**src/rtl/nibble_pkg.sv**
```systemverilog
`default_nettype none
// ============================================================================
// Module   : nibble_pkg
// Brief    : Shared state encoding and widths for the nibble serializer.
// Revision : 1.0
// ============================================================================
package nibble_pkg;

  localparam int NIB_W  = 4;
  localparam int BYTE_W = 8;

  typedef enum logic [1:0] {
    IDLE   = 2'd0,
    FIRST  = 2'd1,
    SECOND = 2'd2
  } nib_state_t;

endpackage
`default_nettype wire

```
**src/rtl/nibble_select.sv**
```systemverilog
`default_nettype none
// ============================================================================
// Module   : nibble_select
// Brief    : Combinational mux picking the half of hold shown in each phase.
// Revision : 1.0
// ============================================================================
module nibble_select
  import nibble_pkg::*;
#(
  parameter bit LO_FIRST = 1'b0
) (
  input  logic [BYTE_W-1:0] hold,
  input  logic              phase,
  output logic [NIB_W-1:0]  nibble
);

  logic w_take_lo;

  // phase 0 is the first nibble of the byte, phase 1 the second
  assign w_take_lo = phase ^ LO_FIRST;
  assign nibble    = w_take_lo ? hold[NIB_W-1:0] : hold[BYTE_W-1:NIB_W];

endmodule
`default_nettype wire

```
**src/rtl/nibble_serializer.sv**
```systemverilog
`default_nettype none
// ============================================================================
// Module   : nibble_serializer
// Brief    : Byte-in, two-nibble-out serializer with valid/ready handshakes.
//            Optional out_parity port via NIBBLE_SERIALIZER_PARITY_EN.
// Revision : 1.0
// ============================================================================
module nibble_serializer
  import nibble_pkg::*;
#(
  parameter int LO_FIRST = 0,
  parameter int CNT_W    = 8
) (
  input  logic              clk,
  input  logic              rst_n,
  input  logic              in_valid,
  input  logic [BYTE_W-1:0] in_data,
  output logic              in_ready,
  output logic              out_valid,
  output logic [NIB_W-1:0]  out_nibble,
  output logic              out_last,
  input  logic              out_ready,
  output logic [CNT_W-1:0]  byte_cnt,
  output logic              busy
`ifdef NIBBLE_SERIALIZER_PARITY_EN
  ,
  output logic              out_parity
`endif
);

  nib_state_t        r_state;
  nib_state_t        w_state_nxt;
  logic [BYTE_W-1:0] r_hold;
  logic [CNT_W-1:0]  r_byte_cnt;
  logic              w_capture;
  logic              w_byte_done;

  always_ff @(posedge clk or negedge rst_n) begin
    if (!rst_n) begin
      r_state <= IDLE;
    end else begin
      r_state <= w_state_nxt;
    end
  end

  always_comb begin
    w_state_nxt = r_state;
    in_ready    = 1'b0;
    out_valid   = 1'b0;
    out_last    = 1'b0;
    busy        = 1'b1;
    case (r_state)
      IDLE: begin
        in_ready = 1'b1;
        busy     = 1'b0;
        if (in_valid) w_state_nxt = FIRST;
      end
      FIRST: begin
        out_valid = 1'b1;
        if (out_ready) w_state_nxt = SECOND;
      end
      SECOND: begin
        out_valid = 1'b1;
        out_last  = 1'b1;
        // Accepting during the final nibble keeps one byte per two cycles
        in_ready  = out_ready;
        if (out_ready) w_state_nxt = in_valid ? FIRST : IDLE;
      end
      default: begin
        w_state_nxt = IDLE;
      end
    endcase
  end

  assign w_capture   = in_valid & in_ready;
  assign w_byte_done = (r_state == SECOND) & out_ready;

  always_ff @(posedge clk or negedge rst_n) begin
    if (!rst_n) begin
      r_hold     <= '0;
      r_byte_cnt <= '0;
    end else begin
      if (w_capture)   r_hold     <= in_data;
      if (w_byte_done) r_byte_cnt <= r_byte_cnt + CNT_W'(1);
    end
  end

  assign byte_cnt = r_byte_cnt;

  nibble_select #(
    .LO_FIRST (LO_FIRST != 0)
  ) u_select (
    .hold   (r_hold),
    .phase  (r_state == SECOND),
    .nibble (out_nibble)
  );

`ifdef NIBBLE_SERIALIZER_PARITY_EN
  assign out_parity = (^out_nibble) ^ out_last;
`endif

endmodule
`default_nettype wire

```
**config.mk**
```make
export PLATFORM = sky130hd
export DESIGN_NAME = nibble_serializer
export DESIGN_NICKNAME = d
export VERILOG_FILES = /design/src/rtl/nibble_pkg.sv /design/src/rtl/nibble_select.sv /design/src/rtl/nibble_serializer.sv
export SDC_FILE = /design/constraint.sdc
export NUM_CORES = 1
export LEC_CHECK = 0
export ABC_AREA = 1
export CAP_MARGIN = 40
export CORE_MARGIN = 1.5
export CORE_UTILIZATION = 49
export DETAILED_ROUTE_END_ITERATION = 8
export GPL_ROUTABILITY_DRIVEN = 1
export PLACE_DENSITY = 0.86
export SYNTH_ARGS = -nofsm -noshare
export SYNTH_HDL_FRONTEND = slang
export SYNTH_SLANG_ARGS = --single-unit
```
**constraint.sdc**
```tcl
create_clock -name clk -period 3.7 [get_ports clk]
set_clock_uncertainty 0.1 [all_clocks]
set_input_delay 0.555 -clock clk [delete_from_list [all_inputs] [get_ports clk]]
set_output_delay 0.555 -clock clk [all_outputs]
set_load 0.005 [all_outputs]
```
# Word-level counts from Yosys, hierarchy flattened
# Index checks and enable logic that the tools add are counted.
[classes] bitwise_logic=2 mux=10 n_reduce_logical=3 n_addsub=1 eq_ne=5
[op_table] operator="$add A8 B1 Y8 const B" count=1
[op_table] operator="$mux W2" count=3
[op_table] operator="$ne A2 B2 Y1 const B" count=3
[op_table] operator="$pmux W2 S3" count=1
[op_table] operator="$mux W1" count=4
[op_table] operator="$mux W4" count=1
[op_table] operator="$reduce_and A3 Y1" count=1
[op_table] operator="$and A1 B1 Y1" count=2
[op_table] operator="$eq A2 B1 Y1 const B" count=1
[op_table] operator="$eq A2 B2 Y1 const B" count=1
[op_table] operator="$logic_not A2 Y1" count=1
[op_table] operator="$pmux W1 S2" count=1
[op_table] operator="$reduce_or A2 Y1" count=1
[totals] elab_cells=24 regBits=18 input_bits=12 out_inout_bits=16

# Logic depth before layout (Yosys ltp)
[depth] depth_word=3 depth_mapped=8

# By module
# Synthesis repeated with hierarchy kept, for this count alone.
[hier_totals] hier_cells=121 hier_area_um2=970.9
[by_module_without_submodules] module="nibble_serializer" instances=1 cells_per_inst=108 seq_area_each_um2=450.4 area_each_um2=922.1
[by_module_without_submodules] module="nibble_select" instances=1 cells_per_inst=13 seq_area_each_um2=0.0 area_each_um2=48.8

# Worst setup path before layout
# No wires, ideal clock.
[synth_path] path_type="reg-to-output" startpoint="register r_state[0]" endpoint="output port in_ready" setup_slack_ns=1.923 stages_incl_launch_ff=5 arrival_ns=1.122 required_ns=3.045 path_cell_list="dfrtp_1 inv_1 ha_1 inv_2 o21ai_4"
[synth_via] elab_chain_cells=2
[synth_rtl] item="start, declared" line_no="nibble_serializer.sv:31" source="nib_state_t r_state;"
[synth_rtl] item="start signal, assigned" line_no="nibble_serializer.sv:42" source="r_state <= w_state_nxt;"
[synth_rtl] item="$eq A2 B2 Y1 or $logic_not A2 Y1 (tied branches)" line_no="nibble_serializer.sv:52" source="case (r_state)"
[synth_rtl] item="$pmux W1 S2 *" line_no="nibble_serializer.sv:52"
[synth_rtl] item="end, declared" line_no="nibble_serializer.sv:18" source="output logic in_ready,"
# Mark *: on every way between the ends. The rest lies on a longest branch, timed or not.

# Final worst setup path
# Same ends and word-level chain as after synthesis.

==> summary.md <==
| Metric | Value |
|---|---|
| Status | finished, final reports clean |
| Combinational power share | 48.8% |
| Main combinational cell family by area after synthesis | simple AND/OR/NAND/NOR gates |
| Num CTS Buffers | 3 |
| Synth top area share | 48.1% |
| Post-Synth XOR/XNOR Area | 3.74% |
| Post-synth top cells | nand2_1 (45), dfrtp_1 (18), nand3_1 (10) |
| CP Launch Point | r_state[0]$_DFFE_PN0P_ |
| Synth Area in Adders | 9.35% |
| Post-Route WL | 1.98 mm |
| Setup TNS | 0 ps |
| Die H | 46.7 um |
| Clk_lat worst skew | 290 ps |
| Syn nets | 131 |
| Worst r2r dst | r_hold[3]$_DFFE_PN0P_ |
| Post-CTS setup buffers | 0 |
| Global route overflow | 0 |
| Die W | 46.7 um |
| # DRC | 0 |
| R2R setup slack | 1920 ps |
| Worst EP required | 3040 ps |
| Synth Area in Compound Gates | 3.87% |
| Static leakage | 0.636 nW |
| Largest net degree at the start of global routing | 19 |
| Sequential-to-total area share from yosys stat | 48.1% |
| Max Slew Vio Count | 0 |
| Share of layout cells above drive strength 1 | 6.34% |
| Max_slew headroom | 46.9% |
| Final core occ | 72.0% |
| Mux share of post-synthesis cell area | 1.20% |
| Initial antenna violation count | 0 |
| Syn Area/Cell | 8.37 sq um |
| Post-DR wirelength/cell | 11.8 um |
| Crit path to | in_ready |
| Root buf cell | clkbuf_4 |
| FFs w/ async S/R, synth | 100% |
| Cell Int Power | 0.554 mW |
| Post-DR vias/cell | 5.04 |
| Max cap viols | 0 |
| GP Congestion | 0.783 |
| Worst Tran Pin Value | 794 ps |
| Syn. warnings | 0 |
| Initial Util | 53.1% |
| Port buffer count | 27 |
| Cell variety after synth | 18 |
| Die area | 2180 sq um |
| Vias in the first global route | 802 |
| Diode count | 0 |
| Unrepaired setup endpoints after global routing | no |
| Clock Power Share | 13.7% |
| PostCTS Resize Cnt | 0 |
| Top post-synthesis cells by area | dfrtp_1 (48%), nand2_1 (18%), ha_1 (9.3%) |
| Reg2Reg Depth | 7 |
| Crit Path Max Fanout | 10 |
| Drt pass-1 iters | 4 |
| Power per cell area | 694 nW/um^2 |
| Dpl cells | 163 |
| Sw power | 0.327 mW |
| Hold_buf cts | 0 |
| ANT nets after route | 0 |
| DR vias | 842 |
| Synth Flop Type | dfrtp_1 |
| Hold Crit Class | register to register |
| Placeable Area | 1760 sq um |
| Core Rows | 15 |
| Syn Inst Count | 112 |
| Net switching fraction of the power | 37.1% |
| Fillers | 149 |
| Most common cell in the netlist | nand2_1 |
| Area grow syn2layout | 35.5% |
| Startpoint types | register |
| Min Clock Period, post-route | 2820 ps |
| Area of the mapped netlist | 937 sq um |
| Setup violations, final | 0 |
| Nets@finish | 162 |
| Final period utilization | 76.2% |
| Crit path capture type | output port |
| Detailed Place HPWL | 1.50 mm |
| Clock tree from TritonCTS | built |
| Peak supply drop | 439 uV |
| I/O pin count | 28 |
| Sequential fraction of design power | 37.5% |
| Detailed router's first-iteration violation count | 38 |
| First-pass GRT wire length | 3.37 mm |
| Origin of the critical flop-to-flop path | r_state[0]$_DFFE_PN0P_ |
| Max clock buf depth | 2 |
| EDFF count, synth | 0 |
| Max Freq | 355 MHz |
| Simple-gate share of the synthesized area | 29.2% |
| Worst EP arrival | 2160 ps |
| Clock Sink Count | 18 |
| Final non-filler cell total | 167 |
| GRT Resource Usage Total | 22.2% |
| H-tree Lvls | 1 |
| Final Hold Vio Count | 0 |
| Synth area leader | dfrtp_1 |
| Worst-path clk slew | 110 ps |
| CP Class | register to output port |
| Flops & latches, synth | 18 |
-- registers in the layout, summed over array words and instances, names as in the netlist --
signal	cells
byte_cnt	8
r_hold	8
r_state	2
-- worst min-delay path by stage --
stage | from | endpoint | slack [ps] | depth (start not counted)
global route | r_hold[1]$_DFFE_PN0P_ | r_hold[1]$_DFFE_PN0P_ | 430 | 2
CTS | r_hold[1]$_DFFE_PN0P_ | r_hold[1]$_DFFE_PN0P_ | 390 | 2
floorplan | rst_n | byte_cnt[0]$_DFFE_PN0P_ | 160 | 0
detailed placement | r_hold[1]$_DFFE_PN0P_ | r_hold[1]$_DFFE_PN0P_ | 370 | 2
global placement | r_hold[1]$_DFFE_PN0P_ | r_hold[1]$_DFFE_PN0P_ | 360 | 2
finish | r_hold[1]$_DFFE_PN0P_ | r_hold[1]$_DFFE_PN0P_ | 390 | 2
-- critical path, stage by stage, from the launching register on --
cell             delay [ps]
dfrtp_1                 430
inv_1                   130
ha_1                    300
inv_2                   120
o21ai_4                 320
clkdlybuf4s50_1         570
-- cell families (layout without fill, tap and decap cells) --
kind of cell,after synthesis,after routing
AO/OA/AOI/OAI,5,5
XOR/XNOR,4,4
adder cells (fa/ha/maj),7,7
buffers and inverters,11,41
flip-flops,18,18
multiplexers,1,1
AND/OR/NAND/NOR,66,66
-- cell usage in the layout, fill, tap and decap left out, types with 2 or more instances in the layout --
cell type        instances
nand2_1                 45
clkdlybuf4s50_1         27
dfrtp_1                 18
nand3_1                 10
inv_1                    9
nor2_1                   8
ha_1                     7
clkbuf_4                 3
xnor2_1                  2
xor2_1                   2
o21ai_0                  2
-- layout make-up --
cell class / count / area (sq um) / share of cell area [%]
flip-flops and latches: 18 / 450 / 35.5
multi-input cells: 83 / 444 / 35.0
repair buffers: 27 / 270 / 21.3
inverters: 10 / 37.5 / 2.96
clock buffers: 4 / 36.3 / 2.86
well taps: 25 / 31.3 / 2.46
-- power groups by stage --
stage | sequential [mW] | clock [mW] | combinational (mW)
finish | 0.331 | 0.121 | 0.430
floorplan | 0.320 | 0 | 0.220
global route | 0.341 | 0.133 | 0.489
CTS | 0.330 | 0.123 | 0.434
detailed placement | 0.333 | 0 | 0.430
global placement | 0.329 | 0 | 0.412
-- per-layer routing --
metal	global-route usage, %	up-vias	routed length (um)
met5	0	-	0
met4	10.0	0	10
met3	3.85	2	66
met2	38.3	21	1040
met1	27.1	413	858
li1	-	406	-
-- through the flow --
stage	worst slack, ps	power, mW	cell area [sq um]	hold WS, ps
2_1_floorplan	1920	0.540	937	159
3_3_place_gp	1020	0.741	1230	359
3_5_place_dp	1010	0.763	1230	367
4_1_cts	882	0.887	1270	392
5_1_grt	758	0.962	1270	433
6_report	880	0.882	1270	388
No activity file was read; power rests on OpenSTA's default activity.
